==> src/rtl/check_extrema.sv <==
// DoG extremum detector: scans two signed DoG layers held in external 2-cycle-latency
// BRAMs and flags strict 3x3x2 local maxima/minima for every interior pixel.
module check_extrema #(
  parameter int BIT_DEPTH = 9,
  parameter int DIMENSION = 64,
  localparam int AW = $clog2(DIMENSION * DIMENSION),
  localparam int XW = $clog2(DIMENSION)
) (
  input  logic                        clk,
  input  logic                        rst_in,
  input  logic signed [BIT_DEPTH-1:0] first_data,
  output logic        [AW-1:0]        first_address,
  input  logic signed [BIT_DEPTH-1:0] second_data,
  output logic        [AW-1:0]        second_address,
  input  logic                        enable,
  output logic        [XW-1:0]        x,
  output logic        [XW-1:0]        y,
  output logic                        first_is_extremum,
  output logic                        second_is_extremum,
  output logic                        first_is_max,
  output logic                        first_is_min,
  output logic                        second_is_max,
  output logic                        second_is_min,
  output logic                        done_checking,
  output logic        [2:0]           state_number,
  output logic                        read,
  output logic        [XW-1:0]        read_x,
  output logic        [XW-1:0]        read_y
);

  typedef enum logic [2:0] {
    StIdle   = 3'd0,
    StFetch  = 3'd1,
    StWait   = 3'd2,
    StReport = 3'd3,
    StDone   = 3'd4
  } state_t;

  localparam logic [XW-1:0] LastCoord = XW'(DIMENSION - 2);

  state_t                state_q, state_d;
  logic [XW-1:0]         x_q, x_d, y_q, y_d;
  logic [3:0]            k_q, k_d;  // fetch index in StFetch, drain count in StWait
  logic                  clear;

  // Read-return tracking: marks which fetch index is on *_data this cycle.
  logic                  p1_valid_q, p2_valid_q;
  logic [3:0]            p1_k_q, p2_k_q;

  logic signed [BIT_DEPTH-1:0] c1_q, c2_q;
  logic                  c1_max_q, c1_min_q, c2_max_q, c2_min_q;

  logic [XW-1:0]         nx, ny;
  logic [AW-1:0]         addr;

  // State, coordinate and index registers.
  always_ff @(posedge clk) begin
    if (rst_in) begin
      state_q <= StIdle;
      x_q     <= '0;
      y_q     <= '0;
      k_q     <= '0;
    end else begin
      state_q <= state_d;
      x_q     <= x_d;
      y_q     <= y_d;
      k_q     <= k_d;
    end
  end

  // Next-state logic: 9 fetch cycles, 2 drain cycles, 1 report cycle per pixel.
  always_comb begin
    state_d = state_q;
    x_d     = x_q;
    y_d     = y_q;
    k_d     = k_q;
    clear   = 1'b0;
    unique case (state_q)
      StIdle, StDone: begin
        if (enable) begin
          x_d     = XW'(1);
          y_d     = XW'(1);
          k_d     = '0;
          clear   = 1'b1;
          state_d = StFetch;
        end
      end
      StFetch: begin
        if (k_q == 4'd8) begin
          k_d     = '0;
          state_d = StWait;
        end else begin
          k_d = k_q + 4'd1;
        end
      end
      StWait: begin
        if (k_q == 4'd1) begin
          k_d     = '0;
          state_d = StReport;
        end else begin
          k_d = k_q + 4'd1;
        end
      end
      StReport: begin
        clear = 1'b1;
        if (x_q == LastCoord) begin
          if (y_q == LastCoord) begin
            // Coordinates of the last pixel are left in place while done.
            state_d = StDone;
          end else begin
            x_d     = XW'(1);
            y_d     = y_q + XW'(1);
            state_d = StFetch;
          end
        end else begin
          x_d     = x_q + XW'(1);
          state_d = StFetch;
        end
      end
      default: state_d = StIdle;
    endcase
  end

  // Neighbour address generation: center first, then 8 neighbours in raster order.
  always_comb begin
    nx = x_q;
    ny = y_q;
    unique case (k_q)
      4'd1: begin nx = x_q - XW'(1); ny = y_q - XW'(1); end
      4'd2: begin nx = x_q;          ny = y_q - XW'(1); end
      4'd3: begin nx = x_q + XW'(1); ny = y_q - XW'(1); end
      4'd4: begin nx = x_q - XW'(1); ny = y_q;          end
      4'd5: begin nx = x_q + XW'(1); ny = y_q;          end
      4'd6: begin nx = x_q - XW'(1); ny = y_q + XW'(1); end
      4'd7: begin nx = x_q;          ny = y_q + XW'(1); end
      4'd8: begin nx = x_q + XW'(1); ny = y_q + XW'(1); end
      default: begin nx = x_q; ny = y_q; end
    endcase
    addr = AW'(ny) * AW'(DIMENSION) + AW'(nx);
  end

  assign first_address  = (state_q == StFetch) ? addr : '0;
  assign second_address = (state_q == StFetch) ? addr : '0;

  // Two-stage delay of the fetch index to line up with the BRAM read latency.
  always_ff @(posedge clk) begin
    if (rst_in) begin
      p1_valid_q <= 1'b0;
      p2_valid_q <= 1'b0;
      p1_k_q     <= '0;
      p2_k_q     <= '0;
    end else begin
      p1_valid_q <= (state_q == StFetch);
      p1_k_q     <= k_q;
      p2_valid_q <= p1_valid_q;
      p2_k_q     <= p1_k_q;
    end
  end

  // Comparison accumulators: each flag stays set only while every value seen is strictly beaten.
  always_ff @(posedge clk) begin
    if (rst_in || clear) begin
      c1_q     <= '0;
      c2_q     <= '0;
      c1_max_q <= 1'b0;
      c1_min_q <= 1'b0;
      c2_max_q <= 1'b0;
      c2_min_q <= 1'b0;
    end else if (p2_valid_q) begin
      if (p2_k_q == 4'd0) begin
        // Centers arrive together, so the cross-layer center comparison seeds the flags.
        c1_q     <= first_data;
        c2_q     <= second_data;
        c1_max_q <= first_data > second_data;
        c1_min_q <= first_data < second_data;
        c2_max_q <= second_data > first_data;
        c2_min_q <= second_data < first_data;
      end else begin
        c1_max_q <= c1_max_q & (c1_q > first_data) & (c1_q > second_data);
        c1_min_q <= c1_min_q & (c1_q < first_data) & (c1_q < second_data);
        c2_max_q <= c2_max_q & (c2_q > first_data) & (c2_q > second_data);
        c2_min_q <= c2_min_q & (c2_q < first_data) & (c2_q < second_data);
      end
    end
  end

  // Result outputs are only meaningful (and only nonzero) during the report cycle.
  always_comb begin
    first_is_max       = 1'b0;
    first_is_min       = 1'b0;
    second_is_max      = 1'b0;
    second_is_min      = 1'b0;
    read_x             = '0;
    read_y             = '0;
    if (state_q == StReport) begin
      first_is_max  = c1_max_q;
      first_is_min  = c1_min_q;
      second_is_max = c2_max_q;
      second_is_min = c2_min_q;
    end
    first_is_extremum  = first_is_max | first_is_min;
    second_is_extremum = second_is_max | second_is_min;
    read               = first_is_extremum | second_is_extremum;
    if (read) begin
      read_x = x_q;
      read_y = y_q;
    end
  end

  assign x             = x_q;
  assign y             = y_q;
  assign done_checking = (state_q == StDone);
  assign state_number  = state_q;

endmodule

==> config.mk <==
export PLATFORM = sky130hd
export DESIGN_NAME = check_extrema
export DESIGN_NICKNAME = d
export VERILOG_FILES = /design/src/rtl/check_extrema.sv
export SDC_FILE = /design/constraint.sdc
export NUM_CORES = 1
export LEC_CHECK = 0
export CORE_ASPECT_RATIO = 1.2
export CORE_MARGIN = 1.5
export CORE_UTILIZATION = 53
export DETAILED_ROUTE_END_ITERATION = 8
export HOLD_SLACK_MARGIN = 0.02
export PLACE_DENSITY = 0.82
export SETUP_SLACK_MARGIN = 0.1
export SKIP_CTS_REPAIR_TIMING = 1
export SYNTH_ARGS = -nofsm -noshare
export SYNTH_HDL_FRONTEND = slang
export SYNTH_SLANG_ARGS = --single-unit
==> constraint.sdc <==
create_clock -name clk -period 2.8 [get_ports clk]
set_clock_uncertainty 0.05 [all_clocks]
set_input_delay 0.7 -clock clk [delete_from_list [all_inputs] [get_ports clk]]
set_output_delay 0.7 -clock clk [all_outputs]
set_load 0.01 [all_outputs]
=== Yosys cells after proc, flatten, opt, wreduce, memory -nomap -nowiden ===
Index checks and enable logic that the tools add are counted.

* Input bits: 21
* Flip-flop bits (word level): 51
* Output and inout bits: 59
* Logic and storage cells: 110

* Equal/unequal tests: 20
* Bitwise gates (word level): 11
* $add $sub $neg: 6
* $lt $le $gt $ge: 12
* Reductions and logical operators: 15
* Multiplexer cells: 32

{| class="wikitable"
|+ Operator list
! operator !! number
|-
| $gt A9 B9 Y1 || 6
|-
| $lt A9 B9 Y1 || 6
|-
| $pmux W6 S2 || 4
|-
| $mux W6 || 7
|-
| $eq A4 B3 Y1 const B || 4
|-
| $mux W3 || 5
|-
| $add A12 B6 Y12 || 1
|-
| $add A6 B1 Y6 const B || 2
|-
| $eq A6 B6 Y1 const B || 2
|-
| $mux W12 || 1
|-
| $mux W4 || 3
|-
| $pmux W3 S4 || 1
|-
| $pmux W4 S3 || 1
|-
| $reduce_or A3 Y1 || 4
|-
| $sub A6 B1 Y6 const B || 2
|-
| $ne A2 B2 Y1 const B || 5
|-
| $mux W1 || 9
|-
| $and A1 B1 Y1 || 8
|-
| $eq A4 B2 Y1 const B || 2
|-
| $eq A3 B2 Y1 const B || 2
|-
| $reduce_and A3 Y1 || 2
|-
| $add A4 B1 Y4 const B || 1
|-
| $eq A4 B1 Y1 const B || 1
|-
| $eq A4 B4 Y1 const B || 1
|-
| 13 further kinds || 16
|}

=== Logic depth before layout (Yosys ltp) ===
Gate-level depths: netlist (run 1).

* Word-level depth: 5
* Mapped depth: 9
* Depth with buffers taken out: 8

=== Worst setup path before layout (run 1) ===
No wires, ideal clock.

* Path type: register -> output
* Start point: register k_q[0]
* End point: output port second_address[3]
* Data required time: 2,050 ps
* Setup slack: -27 ps
* Path buffers: 1
* Stages on the path, launching flop included: 10
* Arrival time: 2,077 ps
* Cell sequence: dfxtp_1 > inv_1 > ha_1 > nor3b_1 > nor3_1 > nand2_1 > o22ai_1 > nor2_1 > a211oi_1 > buf_4

* Cells in the longest elaborated chain, start to end: 5
* Elaborated cells on any way between the ends: 11
* Those cells by class: add/sub (1); eq/ne (6); mux (2); reduce/logical (2)

{| class="wikitable"
|+ RTL lines
! what !! line !! text
|-
| start: declaration || 43 || <nowiki>logic [3:0] k_q, k_d;</nowiki>
|-
| start signal: assignment || 67 || <nowiki>k_q <= k_d;</nowiki>
|-
| $eq A4 B4 Y1, or another cell as far along || 128 || <nowiki>unique case (k_q)</nowiki>
|-
| $reduce_or A3 Y1 (no line) || -- ||
|-
| $pmux W6 S2 (*) || 128 ||
|-
| $add A12 B6 Y12 (*) || 139 || <nowiki>addr = AW'(ny) * AW'(DIMENSION) + AW'(nx);</nowiki>
|-
| $mux W12 (*) || -- ||
|-
| end: declaration || 14 || <nowiki>output logic [AW-1:0] second_address,</nowiki>
|}

Every way passes the cells marked *; elsewhere a longest branch is shown, timed or not.

=== Worst setup path in the final report (run 1) ===
* Start point: register k_q[0]
* End point: output port first_address[11]

* Cells in the longest elaborated chain, start to end: 5
* Elaborated cells on any way between the ends: 16
* Those cells by class: add/sub (1); eq/ne (8); mux (3); reduce/logical (4)

{| class="wikitable"
|+ RTL lines
! what !! line !! text
|-
| $eq A4 B4 Y1, or another cell as far along || 128 ||
|-
| $reduce_or A3 Y1 (no line) || -- ||
|-
| $pmux W6 S2 || 128 ||
|-
| $add A12 B6 Y12 (*) || 139 ||
|-
| $mux W12 (*) || 142 || <nowiki>assign first_address = (state_q == StFetch) ? addr : '0;</nowiki>
|-
| end: declaration || 12 || <nowiki>output logic [AW-1:0] first_address,</nowiki>
|}

Marks and branches as above.

==> results.yml, run 1 <==
drt:
  first_iter_violations: 174
  vias_per_cell: 5.88
  via_count: 4373
  ant_nets: 0
  avgRoutedWirePerCell_um: 17.5
  finalWirelength_um: 13100
  firstDrtPassIters: 5
  drc: 0
critical_path:
  critPathLaunchType: "flop"
  end_kind: "output pin"
  path_max_fanout: 4
  crit_path_start: "k_q[0]$_SDFFE_PP0P_"
  criticalPathCategory: "flop to output pin"
  critPathRequiredTime_ns: 2.05
  r2r_slack_ns: 0.40
  r2r_start: "x[0]$_SDFFE_PP0P_"
  timing.rr.end: "y[2]$_SDFFE_PP0P_"
  worstPathArrival_ns: 2.19
  rr_worst_depth: 8
  critPathCapture: "first_address[11]"
sta:
  maxSlewHeadroom_pct: 52.0
  finalSetupViolCount: 21
  post-route-period-util_pct: 105
  worst_slack_ns: -0.139
  finalHoldViolCount: 0
  fin_hold_ws_ns: 0.410
  rsz0062_at_grt: "yes"
  fmax_mhz: 340
  tightest_slew_ns: 0.720
  maxSlewViolCount: 0
  setup_tns_ns: -1.22
  min_period_ns: 2.94
synth:
  netlist_area_um2: 3940
  synthFlopType: "dfxtp_1"
  syn_inst: 520
  synthesis.nets: 596
  avgSynthCellArea_um2: 7.58
  seq_area_frac_synth_pct: 25.9
  ys_ff_latch: 51
  yosysUniqueCellTypes: 60
  synth_edf_count: 0
  yosysWarnings: 0
  synthArstFlopShare_pct: 0
clocking:
  clk-insertion-delay-late_ns: 0.31
  clock_sinks: 51
  cts_tree: "done"
  clockRootBuffer: "clkbuf_8"
  cts_buffers: 5
  h-tree-depth: 2
  clkTransAtPathRegs_ns: 0.11
  cts_buffer_depth: 2
min_path:
  hp-class: "flop to flop"
status:
  status: "complete, but fails checks"
  violations: "negative setup slack"
floorplanning:
  io_pins: 80
  fp.dieW_um: 81.7
  die_h_um: 97.5
  initial_core_util_pct: 54.5
  fp-row-count: 34
  dieArea_um2: 7960
  core_area_um2: 7230
placement:
  dp_hpwl_um: 9220
  dpl_cell_area_um2: 5150
  io_buffers: 79
  dp.cells: 720
  gp_congestion: 0.918
layout:
  final_area_um2: 5650
  area_growth_pct: 43.5
  finalNetCount: 729
  diodes: 0
  layout-drive-gt1-share_pct: 27.5
  final_cells: 744
global_route:
  grt_start_max_net_pins: 30
  grt_use_total_pct: 29.7
  grt_pass1_wl_um: 18600
  gr-total-overflow: 0
  first_global_vias: 4197
  antenna_found_initial: 0
power_and_ir_drop:
  power.density_nw_per_um2: 538
  power_leakage_uw: 0.00268
  ir_drop_v: 0.000449
run:
  timing.max_cap.violations: 0
-- through the flow --
step / total power [uW] / setup slack (ns) / utilization [%]
finish: 3040 / -0.139 / 78.2
global route: 3190 / -0.196 / 78.2
CTS: 2650 / -0.674 / 72.5
detailed placement: 2190 / -0.297 / 71.2
global placement: 2160 / -0.245 / 71.2
floorplan: 1660 / 0.0422 / -
-- worst max-delay path, cell delays in order, from the launching register on --
cell     delay (ns)
dfxtp_4        0.40
ha_1           0.27
o31a_1         0.38
buf_4          0.17
buf_6          0.11
o21ai_2        0.12
a22oi_2        0.07
a21oi_2        0.19
buf_2          0.16
-- cells in the mapped netlist (2+ instances only) --
master / number / area share [%]
o22ai_1: 4 / 0.64
a21o_1: 4 / 0.76
a32oi_1: 2 / 0.44
nor3b_1: 4 / 0.76
xor2_1: 3 / 0.67
a21oi_1: 55 / 7.0
nor2_1: 51 / 4.9
nand4_1: 7 / 1.1
o21ai_1: 2 / 0.25
nand3_1: 20 / 2.5
a211oi_1: 9 / 1.7
clkbuf_1: 11 / 1.0
nand2_1: 57 / 5.4
a211o_1: 3 / 0.67
and2_1: 5 / 0.79
buf_2: 9 / 1.1
dfxtp_1: 51 / 26
o31ai_1: 2 / 0.38
mux2i_1: 3 / 0.76
nor4_1: 2 / 0.32
nor3_1: 13 / 1.7
a221oi_1: 2 / 0.44
o21a_1: 3 / 0.57
a31oi_1: 3 / 0.48
a22oi_1: 6 / 1.1
inv_1: 37 / 3.5
nand3b_1: 4 / 0.76
ha_1: 55 / 17
nand2b_1: 3 / 0.48
or3_1: 7 / 1.1
or2_2: 5 / 0.79
nor2b_1: 19 / 3.0
and3_1: 2 / 0.32
xnor2_1: 5 / 1.1
o21ai_0: 15 / 1.9
buf_4: 13 / 2.5
-- worst min path at each step --
stage                                      from  slack, ns  cells after the start                     to
after detailed placement   p1_k_q[3]$_SDFF_PP0_       0.38                      1   p2_k_q[3]$_SDFF_PP0_
after global routing       p1_k_q[3]$_SDFF_PP0_       0.42                      1   p2_k_q[3]$_SDFF_PP0_
final                      p1_k_q[1]$_SDFF_PP0_       0.41                      1   p2_k_q[1]$_SDFF_PP0_
after global placement     p1_k_q[1]$_SDFF_PP0_       0.37                      1   p2_k_q[1]$_SDFF_PP0_
after floorplan            p1_k_q[0]$_SDFF_PP0_       0.36                      1   p2_k_q[0]$_SDFF_PP0_
after CTS                 p1_valid_q$_SDFF_PP0_       0.40                      1  p2_valid_q$_SDFF_PP0_
-- cell type report --
| type | instances | area [um2] |
|---|---|---|
| well taps | 90 | 113 |
| fillers | 505 | 1580 |
| repair buffers | 161 | 1370 |
| inverters | 38 | 150 |
| flip-flops and latches | 51 | 1030 |
| clock inverters | 3 | 25.0 |
| multi-input cells | 396 | 2890 |
| clock buffers | 5 | 68.8 |
-- sequential cells by signal, summed over array words and instances, names as in the netlist, 3 cells and up --
signal / cells
c1_q: 9
c2_q: 9
k_q: 4
p1_k_q: 4
p2_k_q: 4
state_number: 3
x: 6
y: 6
-- placed cells by master (no fill, tap or decap), types with 4 or more instances in the layout --
cell type / netlist / final
a211oi_1: 9 / 5
a211oi_2: 0 / 4
a21o_1: 4 / 4
a21oi_1: 55 / 48
a21oi_2: 0 / 7
a22oi_1: 6 / 4
and2_1: 5 / 4
buf_2: 9 / 18
buf_4: 13 / 73
buf_6: 1 / 10
clkbuf_2: 0 / 4
clkbuf_8: 0 / 5
clkdlybuf4s50_1: 0 / 40
dfxtp_1: 51 / 46
dlymetal6s2s_1: 0 / 16
ha_1: 55 / 51
ha_4: 0 / 4
inv_1: 37 / 31
inv_2: 1 / 5
nand2_1: 57 / 54
nand3_1: 20 / 19
nand3b_1: 4 / 4
nand4_1: 7 / 7
nor2_1: 51 / 48
nor2b_1: 19 / 19
nor3_1: 13 / 12
o21ai_0: 15 / 11
or3_1: 7 / 5
-- layer usage --
metal	part of all wire (%)	global-route usage [%]	wire length, um	vias to the layer above
met2	53	56.7	6870	177
met4	5.2	14.5	673	0
li1	-	-	-	2074
met3	4.5	3.38	582	57
met1	38	30.6	4920	2065
met5	0	0	0	-
-- logic make-up after synthesis --
group / Yosys count / synth area share (%)
buffers and inverters: 73 / 8.67
muxes: 3 / 0.762
xor gates and xnor gates: 8 / 1.78
DFF: 51 / 25.9
AOI/OAI and AO/OA: 122 / 19.5
adders and majority gates: 55 / 17.5
and+or+nand+nor: 208 / 25.9
-- power by group --
| part | switching (uW) | internal (uW) | leakage, uW |
|---|---|---|---|
| Combinational | 896 | 793 | 0.00222 |
| Sequential | 86.2 | 796 | 0.000415 |
| Clock | 285 | 183 | 0.0000452 |
| Total | 1270 | 1770 | 0.00268 |
No activity file was read; power rests on OpenSTA's default activity.
==> inputs of run 2 (changes only) <==
CORE_MARGIN = not set   (was 1.5)
clock period = 2.9 ns   (was 2.8 ns; I/O delays follow)
==> results.yml, run 2 (same netlist as run 1, synthesis figures left out) <==
floorplanning:
  initial_core_util_pct: 54.5
  dieArea_um2: 7780
  io_pins: 80
  fp-row-count: 34
  die_h_um: 96.5
  core_area_um2: 7230
  fp.dieW_um: 80.7
global_route:
  antenna_found_initial: 0
  grt_use_total_pct: 30.1
  grt_start_max_net_pins: 30
  gr-total-overflow: 0
  grt_pass1_wl_um: 18000
  first_global_vias: 4069
critical_path:
  rr_worst_depth: 7
  end_kind: "output pin"
  r2r_start: "c2_q[2]$_SDFFE_PP0P_"
  crit_path_start: "k_q[1]$_SDFFE_PP0P_"
  critPathRequiredTime_ns: 2.12
  criticalPathCategory: "flop to output pin"
  r2r_slack_ns: 0.68
  timing.rr.end: "c2_min_q$_SDFFE_PP0P_"
  path_max_fanout: 6
  critPathLaunchType: "flop"
  worstPathArrival_ns: 2.18
sta:
  post-route-period-util_pct: 102
  finalSetupViolCount: 4
  finalHoldViolCount: 0
  min_period_ns: 2.95
  maxSlewViolCount: 0
  maxSlewHeadroom_pct: 49.8
  worst_slack_ns: -0.0526
  fmax_mhz: 339
  rsz0062_at_grt: "yes"
  tightest_slew_ns: 0.753
drt:
  first_iter_violations: 237
  avgRoutedWirePerCell_um: 17.4
  finalWirelength_um: 12800
  firstDrtPassIters: 5
  drc: 0
  via_count: 4303
  vias_per_cell: 5.86
  ant_nets: 0
clocking:
  clk-insertion-delay-late_ns: 0.32
  h-tree-depth: 2
  clockRootBuffer: "clkbuf_8"
  cts_buffers: 5
  cts_buffer_depth: 2
  cts_tree: "done"
  clock_sinks: 51
  clkTransAtPathRegs_ns: 0.11
placement:
  dpl_cell_area_um2: 5110
  io_buffers: 79
  gp_congestion: 0.915
  dp_hpwl_um: 9070
status:
  violations: "negative setup slack"
  status: "complete, but fails checks"
min_path:
  hold_path_end: "p2_k_q[1]$_SDFF_PP0_"
  hp-class: "flop to flop"
  min_from: "p1_k_q[1]$_SDFF_PP0_"
  hold_depth: 1
layout:
  finalNetCount: 719
  reg.largest.list: "c1_q x9, c2_q x9"
  diodes: 0
  most-common-layout-cells: "buf_4 (65), nand2_1 (53), ha_1 (50), a21oi_1 (46), dfxtp_1 (45)"
  layout_commonest_cell: "buf_4"
  final_area_um2: 5580
  area_growth_pct: 41.6
  layout-drive-gt1-share_pct: 27.6
power_and_ir_drop:
  ir_drop_v: 0.000474
  power.total_uw: 2930
  power_leakage_uw: 0.00264
  power.density_nw_per_um2: 526
run:
  timing.max_cap.violations: 0
## run 2: cell types whose count changed in the layout (fill, tap and decap cells not counted), sizes merged
cell           change
clkbuf             -1
clkdlybuf4s50      -1
buf                -8
inv                -1
clkinv             +1
## run 2: through the flow
| step | TNS (ns) | instances | worst slack [ns] | hold WS, ns | util, % |
|---|---|---|---|---|---|
| after floorplan | 0 | 520 | 0.110 | 0.364 | - |
| after global placement | -3.72 | 715 | -0.214 | 0.370 | 70.6 |
| after detailed placement | -6.07 | 715 | -0.348 | 0.378 | 70.6 |
| after CTS | -19.41 | 723 | -0.664 | 0.406 | 71.9 |
| after global routing | -1.09 | 734 | -0.126 | 0.427 | 77.1 |
| final | -0.186 | 734 | -0.0526 | 0.412 | 77.1 |
## run 2: layout make-up
class	instances	area, um2
multi-input cells	396	2900
inverters	38	148
flip-flops and latches	51	1030
clock buffers	5	68.8
fillers	506	1650
well taps	90	113
clock inverters	3	23.8
repair buffers	151	1290
## run 2: critical path: stages, from the launching register on
cell	delay (ns)
dfxtp_4	0.42
inv_4	0.07
ha_4	0.17
buf_6	0.11
o31a_1	0.34
buf_4	0.19
a22oi_2	0.16
xor2_1	0.09
nor2_1	0.14
buf_2	0.16
## run 2: routing by layer
layer | part of all wire (%) | GRT usage (%)
met2 | 54 | 59.7
met3 | 4.9 | 3.66
met1 | 38 | 30.2
met5 | 0 | 0
met4 | 3.7 | 16.1
## run 2: power by group
part	switching (uW)	internal [uW]	total, uW	leakage, uW
clock network	278	175	453	0.0000461
registers	75.3	767	843	0.000416
logic	882	756	1640	0.00218
## run 2: how the worst max path moves through the flow
stage / slack, ns / cells after the start / end
after floorplan: 0.11 / 9 / second_address[2]
after global placement: -0.21 / 9 / c2_min_q$_SDFFE_PP0P_
after detailed placement: -0.35 / 9 / c2_min_q$_SDFFE_PP0P_
after CTS: -0.66 / 8 / first_address[2]
after global routing: -0.13 / 9 / first_address[8]
final: -0.05 / 9 / first_address[8]
